`config.mk`:
```
export PLATFORM = sky130hd
export DESIGN_NAME = flag_reg_unit
export DESIGN_NICKNAME = d
export VERILOG_FILES = /design/src/rtl/flag_reg_unit.sv
export SDC_FILE = /design/constraint.sdc
export NUM_CORES = 1
export LEC_CHECK = 0
export ABC_AREA = 1
export CAP_MARGIN = 25
export CORE_UTILIZATION = 34
export DETAILED_ROUTE_END_ITERATION = 6
export PLACE_DENSITY_LB_ADDON = 0.12
export SLEW_MARGIN = 20
export SYNTH_ARGS = -nofsm -noshare
export SYNTH_HDL_FRONTEND = slang
export SYNTH_SLANG_ARGS = --single-unit
```
`constraint.sdc`:
```
create_clock -name clk -period 4.6 [get_ports clk]
set_input_delay 1.15 -clock clk [delete_from_list [all_inputs] [get_ports clk]]
set_output_delay 1.15 -clock clk [all_outputs]
set_load 0.005 [all_outputs]
```
`src/rtl/flag_reg_unit.sv`:
```
// flag_reg_unit
//   Holds the CPU flag register FR {N,Z,C,V}. FR is loaded from the ALU flags
//   under a per-flag mask, or written directly. A small save stack holds FR:
//   push on interrupt entry, pop on return. The unit also evaluates branch
//   condition codes against the registered FR.
//
// Ports
//   clk        rising-edge clock
//   rst_n      async active-low reset
//   alu_flags  flags from ALU {N,Z,C,V}
//   flag_mask  per-flag update enable for alu_flags (0 = hold)
//   fr_we      direct FR write strobe
//   fr_wdata   direct FR write data
//   push       save FR to stack
//   pop        restore FR from stack
//   err_clr    clear sticky errors
//   cond       condition code to evaluate
//   fr         current FR
//   cond_true  cond satisfied by current FR (combinational)
//   depth      stack entries in use
//   ovf_err    sticky: push while full
//   unf_err    sticky: pop while empty
module flag_reg_unit #(
  parameter int unsigned FLAG_W      = 4,
  parameter int unsigned STACK_DEPTH = 4,
  localparam int unsigned DEPTH_W    = $clog2(STACK_DEPTH + 1)
) (
  input  logic               clk,
  input  logic               rst_n,
  input  logic [FLAG_W-1:0]  alu_flags,
  input  logic [FLAG_W-1:0]  flag_mask,
  input  logic               fr_we,
  input  logic [FLAG_W-1:0]  fr_wdata,
  input  logic               push,
  input  logic               pop,
  input  logic               err_clr,
  input  logic [3:0]         cond,
  output logic [FLAG_W-1:0]  fr,
  output logic               cond_true,
  output logic [DEPTH_W-1:0] depth,
  output logic               ovf_err,
  output logic               unf_err
);

  localparam int unsigned N_FLAG = 3;
  localparam int unsigned Z_FLAG = 2;
  localparam int unsigned C_FLAG = 1;
  localparam int unsigned V_FLAG = 0;
  localparam int unsigned IDX_W  = (STACK_DEPTH > 1) ? $clog2(STACK_DEPTH) : 1;

  typedef enum logic [3:0] {
    CC_AL, CC_EQ, CC_NE, CC_CS, CC_CC, CC_MI, CC_PL, CC_VS,
    CC_VC, CC_HI, CC_LS, CC_GE, CC_LT, CC_GT, CC_LE, CC_NV
  } cond_e;

  logic [FLAG_W-1:0]  fr_q, fr_d;
  logic [DEPTH_W-1:0] depth_q, depth_d;
  logic               ovf_q, ovf_d;
  logic               unf_q, unf_d;
  logic [FLAG_W-1:0]  stack_q [STACK_DEPTH];

  logic               do_push, do_pop, full, empty, push_ok, pop_ok;
  logic [DEPTH_W-1:0] depth_m1;
  logic [IDX_W-1:0]   wr_idx, rd_idx;

  // A simultaneous push and pop cancel: neither touches the stack or errors.
  assign do_push  = push & ~pop;
  assign do_pop   = pop & ~push;
  assign full     = (depth_q == DEPTH_W'(STACK_DEPTH));
  assign empty    = (depth_q == '0);
  assign push_ok  = do_push & ~full;
  assign pop_ok   = do_pop & ~empty;
  assign depth_m1 = depth_q - DEPTH_W'(1);
  assign wr_idx   = depth_q[IDX_W-1:0];
  assign rd_idx   = depth_m1[IDX_W-1:0];

  always_comb begin
    fr_d    = (fr_q & ~flag_mask) | (alu_flags & flag_mask);
    depth_d = depth_q;
    if (pop_ok) begin
      fr_d = stack_q[rd_idx];
    end else if (fr_we) begin
      fr_d = fr_wdata;
    end
    if (push_ok) begin
      depth_d = depth_q + DEPTH_W'(1);
    end else if (pop_ok) begin
      depth_d = depth_m1;
    end
    // A new error in the same cycle as err_clr keeps the flag set.
    ovf_d = (do_push & full)  | (ovf_q & ~err_clr);
    unf_d = (do_pop  & empty) | (unf_q & ~err_clr);
  end

  always_ff @(posedge clk or negedge rst_n) begin
    if (!rst_n) begin
      fr_q    <= '0;
      depth_q <= '0;
      ovf_q   <= 1'b0;
      unf_q   <= 1'b0;
    end else begin
      fr_q    <= fr_d;
      depth_q <= depth_d;
      ovf_q   <= ovf_d;
      unf_q   <= unf_d;
    end
  end

  // Stack contents are don't-care after reset, so no reset is applied here;
  // the entry stored is the FR value before this cycle's update.
  always_ff @(posedge clk) begin
    if (push_ok) begin
      stack_q[wr_idx] <= fr_q;
    end
  end

  logic n_f, z_f, c_f, v_f;
  assign n_f = fr_q[N_FLAG];
  assign z_f = fr_q[Z_FLAG];
  assign c_f = fr_q[C_FLAG];
  assign v_f = fr_q[V_FLAG];

  always_comb begin
    cond_true = 1'b0;
    case (cond_e'(cond))
      CC_AL: cond_true = 1'b1;
      CC_EQ: cond_true = z_f;
      CC_NE: cond_true = ~z_f;
      CC_CS: cond_true = c_f;
      CC_CC: cond_true = ~c_f;
      CC_MI: cond_true = n_f;
      CC_PL: cond_true = ~n_f;
      CC_VS: cond_true = v_f;
      CC_VC: cond_true = ~v_f;
      CC_HI: cond_true = ~c_f & ~z_f;
      CC_LS: cond_true = c_f | z_f;
      CC_GE: cond_true = (n_f == v_f);
      CC_LT: cond_true = (n_f != v_f);
      CC_GT: cond_true = ~z_f & (n_f == v_f);
      CC_LE: cond_true = z_f | (n_f != v_f);
      CC_NV: cond_true = 1'b0;
      default: cond_true = 1'b0;
    endcase
  end

  assign fr      = fr_q;
  assign depth   = depth_q;
  assign ovf_err = ovf_q;
  assign unf_err = unf_q;

endmodule

```
==> summary.md <==
| Metric | Value |
|---|---|
| Net switching power | 0.336 mW |
| Synth cell types | 25 |
| Worst Path Required | between 3 and 4 ns |
| Max rail drop VDD | approximately 160 uV |
| Critical path, cell by cell | clkdlybuf4s50_1 -> nand2_1 -> inv_1 -> nand3_1 -> nand2_1 -> nand2_1 -> nand2_1 -> nand2_1 -> nand3_1 -> clkdlybuf4s50_1 |
| Clock Skew | roughly 0.0031 ns |
| Leak | a little under 0.8 nW |
| Fin. Hold Viols | 0 |
| DRT iter0 DRCs | 39 |
| CTS Hold Bufs | 0 |
| Antenna Nets Post-Route | 0 |
| Switching share of total power | 38.7% |
| Dominant cells by area after synthesis | edfxtp_1 (34%), dfrtp_1 (16%), nand2_1 (13%) |
| Share of layout cells above drive strength 1 | slightly above 9% |
| Routed vias | roughly 1.1k |
| Cells after synthesis | 163 |
| WL/cell | about 12 um |
| Worst-margin pin slew | around 0.47 ns |
| Vias in the first global route | approximately 1.1k |
| Final min period | 3.91 ns |
| CTS tree | built |
| First-pass GRT wire length | 4920 um |
| Clock share of power | 15.1% |
| FILL cells | around 380 |
| Placed Cells | 240 |
| Post-synth top area share | 34.3% |
| Sequential-to-total area share from yosys stat | between 50% and 60% |
| CP max stage cell | clkdlybuf4s50_1 |
| FF/Latch Area | 706 sq um |
| Setup TNS Final | 0 ns |
| Crit path buf inv count | 3 |
| Gr ovfl total | 0 |
| Clock Latency Late Sink | between 0.2 and 0.3 ns |
| Hold WC Path Type | reg -> reg |
| Pint | 0.533 mW |
| Status | complete, no violations |
| Num ports | 32 |
| Largest net degree at the start of global routing | 16 |
| Pwr/cell area | slightly below 500 mW/mm^2 |
| Max Freq | around 0.26 GHz |
| Worst EP arrival | approximately 2.8 ns |
| FF+latch count, synth | 25 |
| Yosys warns | 0 |
| Die Y-Extent | 66.1 um |
| Area Growth Syn to Fin | 29.3% |
| Clock net sink count | 25 |
| CP Class | in -> out |
| Die width | around 66 um |
| HPWL after DPL | ~2200 um |
| Top delay family on crit path | buffers and inverters |
| Slew margin rel. | roughly 68% |
| Max_cap viols | 0 |
| Row cnt | 22 |
| Primary FF master, synth | edfxtp_1 |
| DRC | 0 |
| Synth cell count leaders | nand2_1 (50), inv_1 (19), nand3_1 (17), edfxtp_1 (16), nor2_1 (10) |
| Critical Path Sink Type | primary output |
| Mean Syn Cell Area | 8.58 sq um |
| Post-synth EDFFs | 16 |
| CTS Buf Count | 3 |
| Fin. max-slew vios | 0 |
| Post-Route WL | approximately 2900 um |
| # resized after CTS | 0 |
| RSZ-0062 raised after global routing | no |
| Starting Density | between 30% and 40% |
| Post-synth ARST share | 36.0% |
| Synthesized cell area | 0.00140 sq mm |
| Vias per cell | around 4.7 |
| Most common cell in the netlist | nand2_1 |
| Footprint of the multi-input gates | around 590 sq um |
| Setup Buffers After CTS | 0 |
| Period utilization | around 85% |
| Most used cell, CP | nand2_1 |
| Die area | roughly 0.0044 sq mm |
| # diodes | 0 |
| Sequential share of power | 42.9% |
| Final Setup Violations | 0 |
| Layout Nets | 225 |
| Comb pwr share | 42.0% |
| Post-Layout Cell Count | 244 |
| Worst-path maximum fanout | 6 |
| Register clock-pin slew on the reported worst setup and hold paths | about 0.09 ns |
| Number of buffers added on ports | 31 |
| Longest Clk Path Bufs | 2 |
| Initial antenna violation count | 0 |
| Tot GR Track Use | about 15% |
| Number of iterations in the first detailed-routing pass | 4 |
| Gp weighted congestion | between 0.8 and 0.9 |
| Max incr delay on CP | 0.57 ns |
| Clock tree root buffer cell | clkbuf_8 |
| Core area | 0.00380 sq mm |
| CP startpoint kind | input pin |
| Area leader, netlist | edfxtp_1 |
| Syn nets | between 150 and 200 |
| CTS H-tree lvls | 1 |
## power groups by stage
stage	combinational (mW)	clock (mW)	sequential, mW
2_1_floorplan	0.237	0	0.350
3_3_place_gp	0.357	0	0.378
3_5_place_dp	0.367	0	0.378
4_1_cts	0.371	0.134	0.373
5_1_grt	0.417	0.147	0.384
6_report	0.365	0.131	0.373
## cell type report
type | count | share of cell area, %
Clock inverter | 1 | 0.415
Clock buffer | 3 | 2.28
Tap cell | 48 | 3.32
Timing Repair Buffer | 31 | 17.2
Multi-Input combinational cell | 111 | 32.6
Inverter | 25 | 5.19
Sequential cell | 25 | 39.0
## path summary, 6_finish.rpt
| check | from | to | slack, ns | cells past startpoint |
|---|---|---|---|---|
| max in group asynchronous | rst_n | depth[0] | 3.12 | 1 |
| hold / removal | unf_err | unf_err | 0.55 | 2 |
| setup / recovery | cond[0] | cond_true | 0.69 | 10 |
| hold reg to reg | unf_err | unf_err | 0.55 | 2 |
| setup reg to reg | depth[0] | stack_q[1][1] | 2.46 | 6 |
| min in group asynchronous | rst_n | asynchronous set/reset pin | 1.18 | 1 |
## stage by stage
step / power (mW) / instance area [sq um] / util (%) / hold slack [ns] / worst slack [ns]
finish: 0.869 / 1810 / 47.6 / 0.551 / 0.692
detailed placement: 0.744 / 1760 / 46.3 / 0.546 / 0.709
floorplan: 0.587 / 1400 / - / 0.517 / 1.79
global placement: 0.735 / 1760 / 46.3 / 0.519 / 0.721
CTS: 0.878 / 1810 / 47.6 / 0.559 / 0.700
global route: 0.948 / 1810 / 47.6 / 0.605 / 0.537
## cells in the final DEF, fill, tap and decap left out
cell	count
nand3_1	17
nor3_2	2
a21oi_1	4
inv_2	5
inv_1	19
nand2_1	50
mux2i_1	3
or2_1	1
nand3_2	1
nor2_2	1
o221ai_1	1
ha_1	6
o21ai_0	6
clkbuf_8	3
dfrtp_1	9
o21ai_1	3
clkdlybuf4s50_1	31
a21oi_2	1
clkinvlp_4	1
nand2_2	2
edfxtp_1	16
clkinv_1	1
nor2_4	1
nand3_4	1
xor2_1	1
nor2_1	10
## worst min-delay path, delay by kind of cell, from the launching register on
family | cells | cell delay (ns)
AO/OA/AOI/OAI | 1 | 0.07
flip-flops | 1 | 0.39
buffers and inverters | 1 | 0.05
## cell families after synthesis
| family | share of synthesized area [%] |
|---|---|
| fa+ha+maj | 5.37 |
| compound gates | 5.90 |
| xor+xnor | 0.626 |
| simple gates | 28.2 |
| flops | 50.4 |
| buf+inv | 7.33 |
| mux | 2.15 |
## routing by layer
layer | up-vias | track usage (%) | part of all wire (%)
met5 | - | 0 | 0
met4 | 0 | 4.79 | 0.66
met3 | 2 | 3.10 | 3.8
met2 | 32 | 23.6 | 46
met1 | 518 | 20.7 | 49
li1 | 591 | - | -
Power figures use the tool's default switching activity.
